**config.mk**
```make
export PLATFORM = sky130hd
export DESIGN_NAME = dport_arb
export DESIGN_NICKNAME = d
export VERILOG_FILES = /design/src/rtl/dport_arb_pkg.sv /design/src/rtl/dport_arb_fifo.sv /design/src/rtl/dport_arb.sv
export SDC_FILE = /design/constraint.sdc
export NUM_CORES = 1
export LEC_CHECK = 0
export ABC_AREA = 1
export CAP_MARGIN = 25
export CORE_AREA = 2 2 154 156
export CTS_BUF_LIST = sky130_fd_sc_hd__clkbuf_4 sky130_fd_sc_hd__clkbuf_8
export DETAILED_ROUTE_END_ITERATION = 8
export DIE_AREA = 0 0 156 158
export HOLD_SLACK_MARGIN = 0.05
export MAX_ROUTING_LAYER = met4
export SETUP_SLACK_MARGIN = 0.2
export SYNTH_ARGS = -nofsm -noshare
export SYNTH_HDL_FRONTEND = slang
export SYNTH_SLANG_ARGS = --single-unit
```
**constraint.sdc**
```tcl
create_clock -name clk_i -period 3.8 [get_ports clk_i]
set_clock_uncertainty 0.2 [all_clocks]
set_input_delay 0.38 -clock clk_i [delete_from_list [all_inputs] [get_ports clk_i]]
set_output_delay 0.38 -clock clk_i [all_outputs]
set_load 0.01 [all_outputs]
```
**src/rtl/dport_arb_pkg.sv**
```systemverilog
// Shared types and constants for the data-port arbiter: request payload,
// op-vector layout and requester ids.
package dport_arb_pkg;

  localparam int unsigned DPORT_ADDR_W = 32;
  localparam int unsigned DPORT_DATA_W = 32;
  localparam int unsigned DPORT_TAG_W  = 11;
  localparam int unsigned DPORT_BE_W   = 4;

  localparam logic DPORT_ARB_ID_LSU = 1'b0;
  localparam logic DPORT_ARB_ID_DBG = 1'b1;

  // Bit positions inside the op vector; any set bit makes a live request.
  localparam int unsigned DPORT_OP_W     = 5;
  localparam int unsigned DPORT_OP_RD    = 0;
  localparam int unsigned DPORT_OP_WR    = 1;
  localparam int unsigned DPORT_OP_FLUSH = 2;
  localparam int unsigned DPORT_OP_INV   = 3;
  localparam int unsigned DPORT_OP_WB    = 4;

  typedef logic [DPORT_OP_W-1:0] dport_op_t;

  typedef struct packed {
    logic [DPORT_ADDR_W-1:0] addr;
    logic [DPORT_DATA_W-1:0] data_wr;
    logic                    rd;
    logic [DPORT_BE_W-1:0]   wr;
    logic                    cacheable;
    logic [DPORT_TAG_W-1:0]  req_tag;
    logic                    invalidate;
    logic                    writeback;
    logic                    flush;
  } dport_req_t;

  typedef enum logic {
    LOCK_OPEN = 1'b0,
    LOCK_HELD = 1'b1
  } dport_lock_e;

  function automatic dport_op_t dport_op_vec(input dport_req_t r);
    dport_op_t op;
    op                 = '0;
    op[DPORT_OP_RD]    = r.rd;
    op[DPORT_OP_WR]    = |r.wr;
    op[DPORT_OP_FLUSH] = r.flush;
    op[DPORT_OP_INV]   = r.invalidate;
    op[DPORT_OP_WB]    = r.writeback;
    return op;
  endfunction

endpackage

```
**src/rtl/dport_arb_fifo.sv**
```systemverilog
// Owner FIFO: one bit per outstanding downstream request naming the requester
// that owns the next in-order response.
module dport_arb_fifo #(
  parameter int unsigned PEND_DEPTH   = 4,
  parameter int unsigned PEND_DEPTH_W = 2
) (
  input  logic                  clk_i,
  input  logic                  rst_i,
  input  logic                  push_i,
  input  logic                  data_i,
  input  logic                  pop_i,
  output logic                  data_o,
  output logic [PEND_DEPTH_W:0] count_o,
  output logic                  full_o,
  output logic                  empty_o
);

  localparam int unsigned CNT_W = PEND_DEPTH_W + 1;

  logic [PEND_DEPTH-1:0]   mem_q;
  logic [PEND_DEPTH_W-1:0] wr_ptr_q;
  logic [PEND_DEPTH_W-1:0] rd_ptr_q;
  logic [CNT_W-1:0]        count_q;
  logic                    do_push;
  logic                    do_pop;

  assign empty_o = (count_q == '0);
  assign full_o  = (count_q == CNT_W'(PEND_DEPTH));
  assign count_o = count_q;
  assign data_o  = mem_q[rd_ptr_q];

  // A pop on the same cycle frees the slot a push into a full FIFO needs.
  assign do_pop  = pop_i & ~empty_o;
  assign do_push = push_i & (~full_o | do_pop);

  always_ff @(posedge clk_i) begin
    if (rst_i) begin
      wr_ptr_q <= '0;
      rd_ptr_q <= '0;
      count_q  <= '0;
    end else begin
      if (do_push) begin
        mem_q[wr_ptr_q] <= data_i;
        wr_ptr_q        <= wr_ptr_q + PEND_DEPTH_W'(1);
      end
      if (do_pop) begin
        rd_ptr_q <= rd_ptr_q + PEND_DEPTH_W'(1);
      end
      case ({do_push, do_pop})
        2'b10:   count_q <= count_q + CNT_W'(1);
        2'b01:   count_q <= count_q - CNT_W'(1);
        default: count_q <= count_q;
      endcase
    end
  end

endmodule

```
**src/rtl/dport_arb.sv**
```systemverilog
// Two-requester data-port arbiter (port 0 LSU, port 1 debug/DMA) with grant
// lock until accept and in-order response routing. DPORT_ARB_RR_EN selects
// round-robin tie-break; otherwise the LSU wins ties.
module dport_arb
  import dport_arb_pkg::*;
#(
  parameter int unsigned PEND_DEPTH   = 4,
  parameter int unsigned PEND_DEPTH_W = 2
) (
  input  logic                    clk_i,
  input  logic                    rst_i,

  input  logic [DPORT_ADDR_W-1:0] mem0_addr_i,
  input  logic [DPORT_DATA_W-1:0] mem0_data_wr_i,
  input  logic                    mem0_rd_i,
  input  logic [DPORT_BE_W-1:0]   mem0_wr_i,
  input  logic                    mem0_cacheable_i,
  input  logic [DPORT_TAG_W-1:0]  mem0_req_tag_i,
  input  logic                    mem0_invalidate_i,
  input  logic                    mem0_writeback_i,
  input  logic                    mem0_flush_i,
  output logic                    mem0_accept_o,
  output logic                    mem0_ack_o,
  output logic                    mem0_error_o,
  output logic [DPORT_DATA_W-1:0] mem0_data_rd_o,
  output logic [DPORT_TAG_W-1:0]  mem0_resp_tag_o,

  input  logic [DPORT_ADDR_W-1:0] mem1_addr_i,
  input  logic [DPORT_DATA_W-1:0] mem1_data_wr_i,
  input  logic                    mem1_rd_i,
  input  logic [DPORT_BE_W-1:0]   mem1_wr_i,
  input  logic                    mem1_cacheable_i,
  input  logic [DPORT_TAG_W-1:0]  mem1_req_tag_i,
  input  logic                    mem1_invalidate_i,
  input  logic                    mem1_writeback_i,
  input  logic                    mem1_flush_i,
  output logic                    mem1_accept_o,
  output logic                    mem1_ack_o,
  output logic                    mem1_error_o,
  output logic [DPORT_DATA_W-1:0] mem1_data_rd_o,
  output logic [DPORT_TAG_W-1:0]  mem1_resp_tag_o,

  output logic [DPORT_ADDR_W-1:0] mem_addr_o,
  output logic [DPORT_DATA_W-1:0] mem_data_wr_o,
  output logic                    mem_rd_o,
  output logic [DPORT_BE_W-1:0]   mem_wr_o,
  output logic                    mem_cacheable_o,
  output logic [DPORT_TAG_W-1:0]  mem_req_tag_o,
  output logic                    mem_invalidate_o,
  output logic                    mem_writeback_o,
  output logic                    mem_flush_o,
  input  logic                    mem_accept_i,
  input  logic                    mem_ack_i,
  input  logic                    mem_error_i,
  input  logic [DPORT_DATA_W-1:0] mem_data_rd_i,
  input  logic [DPORT_TAG_W-1:0]  mem_resp_tag_i
);

  localparam int unsigned CNT_W = PEND_DEPTH_W + 1;

  dport_req_t       req0_c;
  dport_req_t       req1_c;
  dport_req_t       sel_c;
  logic [1:0]       req_c;

  dport_lock_e      state_q;
  dport_lock_e      state_d;
  logic             lock_id_q;
  logic             lock_id_d;
  logic             lock_q;

  logic             tie_id_c;
  logic             grant_c;
  logic             gnt_req_c;
  logic             issue_c;
  logic             accept_c;
  logic             ack_ok_c;

  logic             fifo_head;
  logic             fifo_full;
  logic             fifo_empty;
  logic [CNT_W-1:0] pend_cnt;

  assign req0_c = '{addr: mem0_addr_i, data_wr: mem0_data_wr_i, rd: mem0_rd_i,
                    wr: mem0_wr_i, cacheable: mem0_cacheable_i, req_tag: mem0_req_tag_i,
                    invalidate: mem0_invalidate_i, writeback: mem0_writeback_i,
                    flush: mem0_flush_i};
  assign req1_c = '{addr: mem1_addr_i, data_wr: mem1_data_wr_i, rd: mem1_rd_i,
                    wr: mem1_wr_i, cacheable: mem1_cacheable_i, req_tag: mem1_req_tag_i,
                    invalidate: mem1_invalidate_i, writeback: mem1_writeback_i,
                    flush: mem1_flush_i};

  assign req_c[0] = |dport_op_vec(req0_c);
  assign req_c[1] = |dport_op_vec(req1_c);

  // Tie-break: last-granted port yields under round-robin.
`ifdef DPORT_ARB_RR_EN
  logic rr_last_q;

  always_ff @(posedge clk_i) begin
    if (rst_i) begin
      rr_last_q <= DPORT_ARB_ID_DBG;
    end else if (accept_c) begin
      rr_last_q <= grant_c;
    end
  end

  assign tie_id_c = ~rr_last_q;
`else
  assign tie_id_c = DPORT_ARB_ID_LSU;
`endif

  // Lock state register.
  always_ff @(posedge clk_i) begin
    if (rst_i) begin
      state_q   <= LOCK_OPEN;
      lock_id_q <= DPORT_ARB_ID_LSU;
    end else begin
      state_q   <= state_d;
      lock_id_q <= lock_id_d;
    end
  end

  assign lock_q = (state_q == LOCK_HELD);

  // Next-state: hold the grant on a presented but unaccepted request.
  always_comb begin
    state_d   = state_q;
    lock_id_d = lock_id_q;
    case (state_q)
      LOCK_OPEN: begin
        if (gnt_req_c && !accept_c) begin
          state_d   = LOCK_HELD;
          lock_id_d = grant_c;
        end
      end
      LOCK_HELD: begin
        if (accept_c) begin
          state_d = LOCK_OPEN;
        end
      end
      default: state_d = LOCK_OPEN;
    endcase
  end

  // Outputs: grant select, full gating and downstream handshake.
  always_comb begin
    grant_c = DPORT_ARB_ID_LSU;
    if (lock_q) begin
      grant_c = lock_id_q;
    end else if (&req_c) begin
      grant_c = tie_id_c;
    end else if (req_c[1]) begin
      grant_c = DPORT_ARB_ID_DBG;
    end
    sel_c     = (grant_c == DPORT_ARB_ID_DBG) ? req1_c : req0_c;
    gnt_req_c = req_c[grant_c];
    issue_c   = gnt_req_c & ~(fifo_full & ~mem_ack_i) & ~rst_i;
    accept_c  = issue_c & mem_accept_i;
  end

  assign mem_addr_o       = sel_c.addr;
  assign mem_data_wr_o    = sel_c.data_wr;
  assign mem_cacheable_o  = sel_c.cacheable;
  assign mem_req_tag_o    = sel_c.req_tag;
  assign mem_rd_o         = issue_c & sel_c.rd;
  assign mem_wr_o         = issue_c ? sel_c.wr : '0;
  assign mem_invalidate_o = issue_c & sel_c.invalidate;
  assign mem_writeback_o  = issue_c & sel_c.writeback;
  assign mem_flush_o      = issue_c & sel_c.flush;

  assign mem0_accept_o = accept_c & (grant_c == DPORT_ARB_ID_LSU);
  assign mem1_accept_o = accept_c & (grant_c == DPORT_ARB_ID_DBG);

  dport_arb_fifo #(
    .PEND_DEPTH   (PEND_DEPTH),
    .PEND_DEPTH_W (PEND_DEPTH_W)
  ) u_owner_fifo (
    .clk_i   (clk_i),
    .rst_i   (rst_i),
    .push_i  (accept_c),
    .data_i  (grant_c),
    .pop_i   (mem_ack_i),
    .data_o  (fifo_head),
    .count_o (pend_cnt),
    .full_o  (fifo_full),
    .empty_o (fifo_empty)
  );

  // Responses with no outstanding owner are dropped.
  assign ack_ok_c   = mem_ack_i & ~fifo_empty & ~rst_i;
  assign mem0_ack_o = ack_ok_c & (fifo_head == DPORT_ARB_ID_LSU);
  assign mem1_ack_o = ack_ok_c & (fifo_head == DPORT_ARB_ID_DBG);

  assign mem0_error_o    = mem_error_i;
  assign mem1_error_o    = mem_error_i;
  assign mem0_data_rd_o  = mem_data_rd_i;
  assign mem1_data_rd_o  = mem_data_rd_i;
  assign mem0_resp_tag_o = mem_resp_tag_i;
  assign mem1_resp_tag_o = mem_resp_tag_i;

  always_ff @(posedge clk_i) begin
    if (!rst_i) begin
      assert (pend_cnt <= CNT_W'(PEND_DEPTH));
    end
  end

endmodule
```
Word-level counts from Yosys, hierarchy flattened
Index checks and enable logic that the tools add are counted.
{ "word_totals": {"register_bits": 13, "out_inout_bits": 176, "input_bits": 216} }
{ "op_classes": {"addsub": 4, "eq_ne": 3, "magnitude_cmp": 4, "bitwise_logic": 24, "mux": 16, "n_reduce_logical": 10} }
{ "ops": {"columns": ["cell", "count"], "rows": [
  ["$mux W84", 1],
  ["$reduce_or A8 Y1", 2],
  ["$and A1 B1 Y1", 15],
  ["$mux W1", 9],
  ["$not A1 Y1", 8],
  ["$lt A2 B3 Y1 const B", 2],
  ["$pmux W3 S2", 1],
  ["$reduce_and A2 Y1", 3],
  ["$add A2 B1 Y2 const B", 2],
  ["$bwmux W4", 1],
  ["$mux W4", 1],
  ["$add A3 B1 Y3 const B", 1],
  ["$eq A3 B3 Y1 const B", 1],
  ["$logic_not A3 Y1", 1],
  ["$sub A3 B1 Y3 const B", 1],
  ["$bmux W1 S2", 1],
  ["$demux W1 S2", 1],
  ["$eq A2 B1 Y1 const B", 1],
  ["$eq A2 B2 Y1 const B", 1],
  ["$ge A2 B1 Y1 const B", 1],
  ["$logic_and A1 B1 Y1", 2],
  ["$lt A1 B2 Y1 const B", 1],
  ["$pmux W1 S2", 1],
  ["$reduce_bool A2 Y1", 1],
  ["2 further kinds", 2]
]} }

Depth between registers and ports, before layout
{ "logic_depth": {"depth_word": 13, "mapped_depth": 15, "mapped_depth_nobuf": 14} }

By module
From an unflattened synthesis, not the netlist that was laid out.
{ "hier_totals": {"hier_cells": 495, "area_unflattened_um2": 2623.8} }
{ "by_module_without_submodules": {"columns": ["mod", "area_each_um2", "seq_area_each_um2", "instances", "cells_each"], "rows": [
  ["dport_arb", 2006.9, 40.0, 1, 414],
  ["dport_arb_fifo", 616.8, 260.2, 1, 81]
]} }

Worst setup path after synthesis
No wires, ideal clock.
{ "synth_timing": {"kind": "in2reg", "start": "in mem1_flush_i", "end": "reg u_owner_fifo.count_q[2], in the netlist u_owner_fifo.count_o[2]", "arrival_time_ps": 2008, "required_ps": 3478, "setup_ps": 122, "setup_slack_ps": 1470, "stages": 15, "cell_sequence": "nor2_1 > nand2_1 > nor2_1 > nand2_1 > nand2_1 > inv_1 > nand3_2 > buf_6 > ha_1 > inv_1 > fa_1 > a21oi_1 > o21ai_0 > o21ai_0 > a21oi_1"} }
{ "synth_via": {"elab_chain_cells": 12} }
{ "synth_rtl": {"columns": ["item", "line_no", "source"], "rows": [
  ["start: declaration", "dport_arb.sv:36", "input logic mem1_flush_i,"],
  ["$reduce_or A8 Y1 *", "dport_arb.sv:94", "assign req_c[1] = |dport_op_vec(req1_c);"],
  ["$mux W1 or $reduce_and A2 Y1 (tied branches)", "dport_arb.sv:153, dport_arb.sv:151", null],
  ["$mux W1", "dport_arb.sv:151", "end else if (&req_c) begin"],
  ["$mux W1", "dport_arb.sv:149", "if (lock_q) begin"],
  ["$mux W1 (not written as such) * (2 in a row)", "dport_arb.sv:157", "gnt_req_c = req_c[grant_c];"],
  ["$and A1 B1 Y1 * (2 in a row)", "dport_arb.sv:158", "issue_c = gnt_req_c & ~(fifo_full & ~mem_ack_i) & ~rst_i;"],
  ["$and A1 B1 Y1 *", "dport_arb.sv:159", "accept_c = issue_c & mem_accept_i;"],
  ["$and A1 B1 Y1 *", "dport_arb_fifo.sv:34", "assign do_push = push_i & (~full_o | do_pop);"],
  ["$eq A2 B1 Y1 or $eq A2 B2 Y1 (tied branches)", "dport_arb_fifo.sv:49", "case ({do_push, do_pop})"],
  ["$pmux W3 S2 or $reduce_bool A2 Y1 (tied branches)", null, null],
  ["end signal: assignment", "dport_arb_fifo.sv:50", "2'b10: count_q <= count_q + CNT_W'(1);"],
  ["end signal: assignment", "dport_arb_fifo.sv:51", "2'b01: count_q <= count_q - CNT_W'(1);"],
  ["end signal: assignment", "dport_arb_fifo.sv:52", "default: count_q <= count_q;"],
  ["end: declaration", "dport_arb_fifo.sv:23", "logic [CNT_W-1:0] count_q;"]
]} }
Every way passes the cells marked *; elsewhere a longest branch is shown, timed or not. The select of a mux whose other input is x is not followed.
A chain may end at the register's enable or synchronous reset.

Final worst setup path
{ "layout_timing": {"start": "in mem0_flush_i", "end": "out mem_flush_o"} }
{ "layout_via": {"elab_chain_cells": 9} }
{ "layout_rtl": {"columns": ["item", "line_no", "source"], "rows": [
  ["start: declaration", "dport_arb.sv:21", "input logic mem0_flush_i,"],
  ["$reduce_or A8 Y1", "dport_arb.sv:93", "assign req_c[0] = |dport_op_vec(req0_c);"],
  ["$reduce_and A2 Y1", "dport_arb.sv:151", null],
  ["$mux W1", "dport_arb.sv:151", null],
  ["$mux W1", "dport_arb.sv:149", null],
  ["$mux W1 (not written as such) (2 in a row)", "dport_arb.sv:157", null],
  ["$and A1 B1 Y1 (2 in a row)", "dport_arb.sv:158", null],
  ["$and A1 B1 Y1 *", "dport_arb.sv:170", "assign mem_flush_o = issue_c & sel_c.flush;"],
  ["end: declaration", "dport_arb.sv:51", "output logic mem_flush_o,"]
]} }
Marks and branches as above.

==> run summary <==
register area share after synthesis = 11.7%
first-pass GRT wire length = 16200 um
clock transition at the registers of the reported paths = 0.06 ns
required time of the critical path = 3.22 ns
CTS tree = yes
Core Box Area = 23100 um2
Nets = 858
Synth cell types = 24
final core occ = 21.0%
min Tclk post-route = 3.35 ns
top-area cell type share of the netlist area = 37.8%
combinational share of power = 65.9%
initial core utilization = 11.1%
vias in the first global route = 3148
PortBufs = 259
Final Cell Area = 4840 um2
VDD IR max = 0.0882 mV
hold_ws = 0.284 ns
DIE WIDTH = 156 um
Final setup viols = 0
DPL Wire Length = 9840 um
Worst Max-Slew Pin Slew = 0.396 ns
dominant synthesized flop cell = dfxtp_1
Die ar. = 24600 um2
most frequent cell after synthesis = nand2_1
CP startpoint kind = primary input
Tcrit/Tclk final = 88.1%
crit path kind = primary input to output pin
DR DRC count = 0
routed len/inst = 12.5 um
Placed Area = 4790 um2
Pre-Repair DR Iteration Count = 4
Synth Instances = 472
Net Sw Power = 0.000300 W
final hold violation count = 0
Seq pwr share = 19.4%
Detail Route Antenna Nets = 0
EDFF count, synth = 4
Via density = 3.60
Slew headroom = 73.5%
layout cells sized above 1 = 2.68%
cell accounting for the most synthesized area = nand2_1
Layout area overhead = 88.9%
Switching Share = 33.8%
clock power share = 14.7%
largest net degree at the start of global routing = 56
Avg Cell Area, Syn = 5.43 um2
Core Rows = 56
Setup Buffers After CTS = 0
Critical Path AT = 2.77 ns
Synth area leaders = nand2_1 (38%), buf_4 (28%), dfxtp_1 (7.0%)
routability cong. = 0.721
initial antenna violation count = 0
pwr dens = 183 nW/um2
H-tree lvl count = 1
Yosys Warn Count = 0
Clock Tree Root = clkbuf_8
total negative slack = 0 ns
RSZ-0062 raised after global routing = no
Setup crit end kind = output pin
status = completed
maxcap violations = 0
Iter 0 DRT Violations = 180
P_int = 0.000588 W
Longest Clk Path Bufs = 2
grt ovf = 0
routed via count = 3328
Fmax = 299 MHz
Max Slew Vio Count = 0
DRT Wirelength = 11500 um
Hold WC Path Type = register to register
Total GRT Usage = 8.61%
clock buffer count from CTS = 3
async set or reset register ratio after synthesis = 0%
Static Leak = 2.14 nW
largest fanout on the critical path = 8
syn nets = 694
synthesized area = 2560 um2
worst skew pair latency = 0.24 ns
clk sinks = 13
diodes inserted = 0
I/O Pins = 392
synth cell count leaders = nand2_1 (258), buf_4 (94), inv_1 (26)
flops & latches, synth = 13
DIE HEIGHT = 158 um
worst paths after layout:
| path | slack (ns) | from | endpoint | cells past startpoint |
|---|---|---|---|---|
| worst min register to register | 0.28 | u_owner_fifo.rd_ptr_q[1]$_SDFFE_PP0P_ | u_owner_fifo.rd_ptr_q[1]$_SDFFE_PP0P_ | 2 |
| worst max register to register | 1.30 | lock_q$_SDFF_PP0_ | u_owner_fifo.count_o[2]$_SDFFE_PP0P_ | 13 |
| worst min-delay path | 0.28 | u_owner_fifo.rd_ptr_q[1]$_SDFFE_PP0P_ | u_owner_fifo.rd_ptr_q[1]$_SDFFE_PP0P_ | 2 |
| worst max-delay path | 0.45 | mem0_flush_i | mem_flush_o | 9 |
cell families after synthesis:
family | synth area share, %
and+or+nand+nor | 44.3
buffers and inverters | 35.2
AOI/OAI and AO/OA | 5.61
DFF | 11.7
adders and majority gates | 3.22
power groups by stage:
stage	clock network (W)	registers [W]	logic, W
final	0.000131	0.000172	0.000586
after global routing	0.000140	0.000175	0.000644
after CTS	0.000133	0.000172	0.000592
after detailed placement	0	0.000175	0.000589
after global placement	0	0.000174	0.000585
after floorplan	0	0.000172	0.000308
cell type report:
| type | instances | area (um2) |
|---|---|---|
| fill | 2605 | 18200 |
| timing repair buffer | 266 | 2660 |
| multi-input combinational | 325 | 1370 |
| tap | 290 | 363 |
| sequential | 13 | 300 |
| inverter | 27 | 101 |
| clock buffer | 4 | 48.8 |
critical path: stages:
cell             delay (ns)
clkdlybuf4s50_1        0.43
nor2_1                 0.22
nand2_1                0.13
nor2_4                 0.16
nand3_2                0.13
nand3_2                0.14
nand2_1                0.27
a21oi_1                0.30
clkdlybuf4s50_1        0.58
per-stage QoR:
step	cells	setup WS, ns	power (W)
after floorplan	472	1.47	0.000480
after global placement	921	0.293	0.000759
after detailed placement	921	0.286	0.000764
after CTS	925	0.275	0.000898
after global routing	925	0.233	0.000958
final	925	0.454	0.000888
metal layers:
metal / wire length (um) / global-route usage (%) / vias up
li1: - / - / 1659
met1: 4070 / 8.77 / 1402
met2: 5630 / 15.4 / 223
met3: 1390 / 2.63 / 44
met4: 446 / 3.63 / 0
met5: 0 / - / -
sequential cells by signal, indices dropped and copies added (netlist names):
name / cells
u_owner_fifo.mem_q: 4
u_owner_fifo.count_o: 3
u_owner_fifo.rd_ptr_q: 2
u_owner_fifo.wr_ptr_q: 2
lock_id_q: 1
lock_q: 1
cells in the final DEF (no fill, tap or decap), drive strengths merged, types with 4 or more instances in the layout:
cell and instances:
inv 27, dfxtp 9, nand3 4, edfxtp 4, a21oi 15, o21ai 7, clkdlybuf4s50 259, nand2 259
clkbuf 4, buf 7, nor2 25, ha 5
repair_timing:
| item | 4_1_cts | 5_1_grt |
|---|---|---|
| setup endpoints to repair | 0 | 1 |
| hold buffers | 0 | 0 |
| resized for setup | 0 | 1 |
Note: power is estimated with default switching activity, not from simulation.
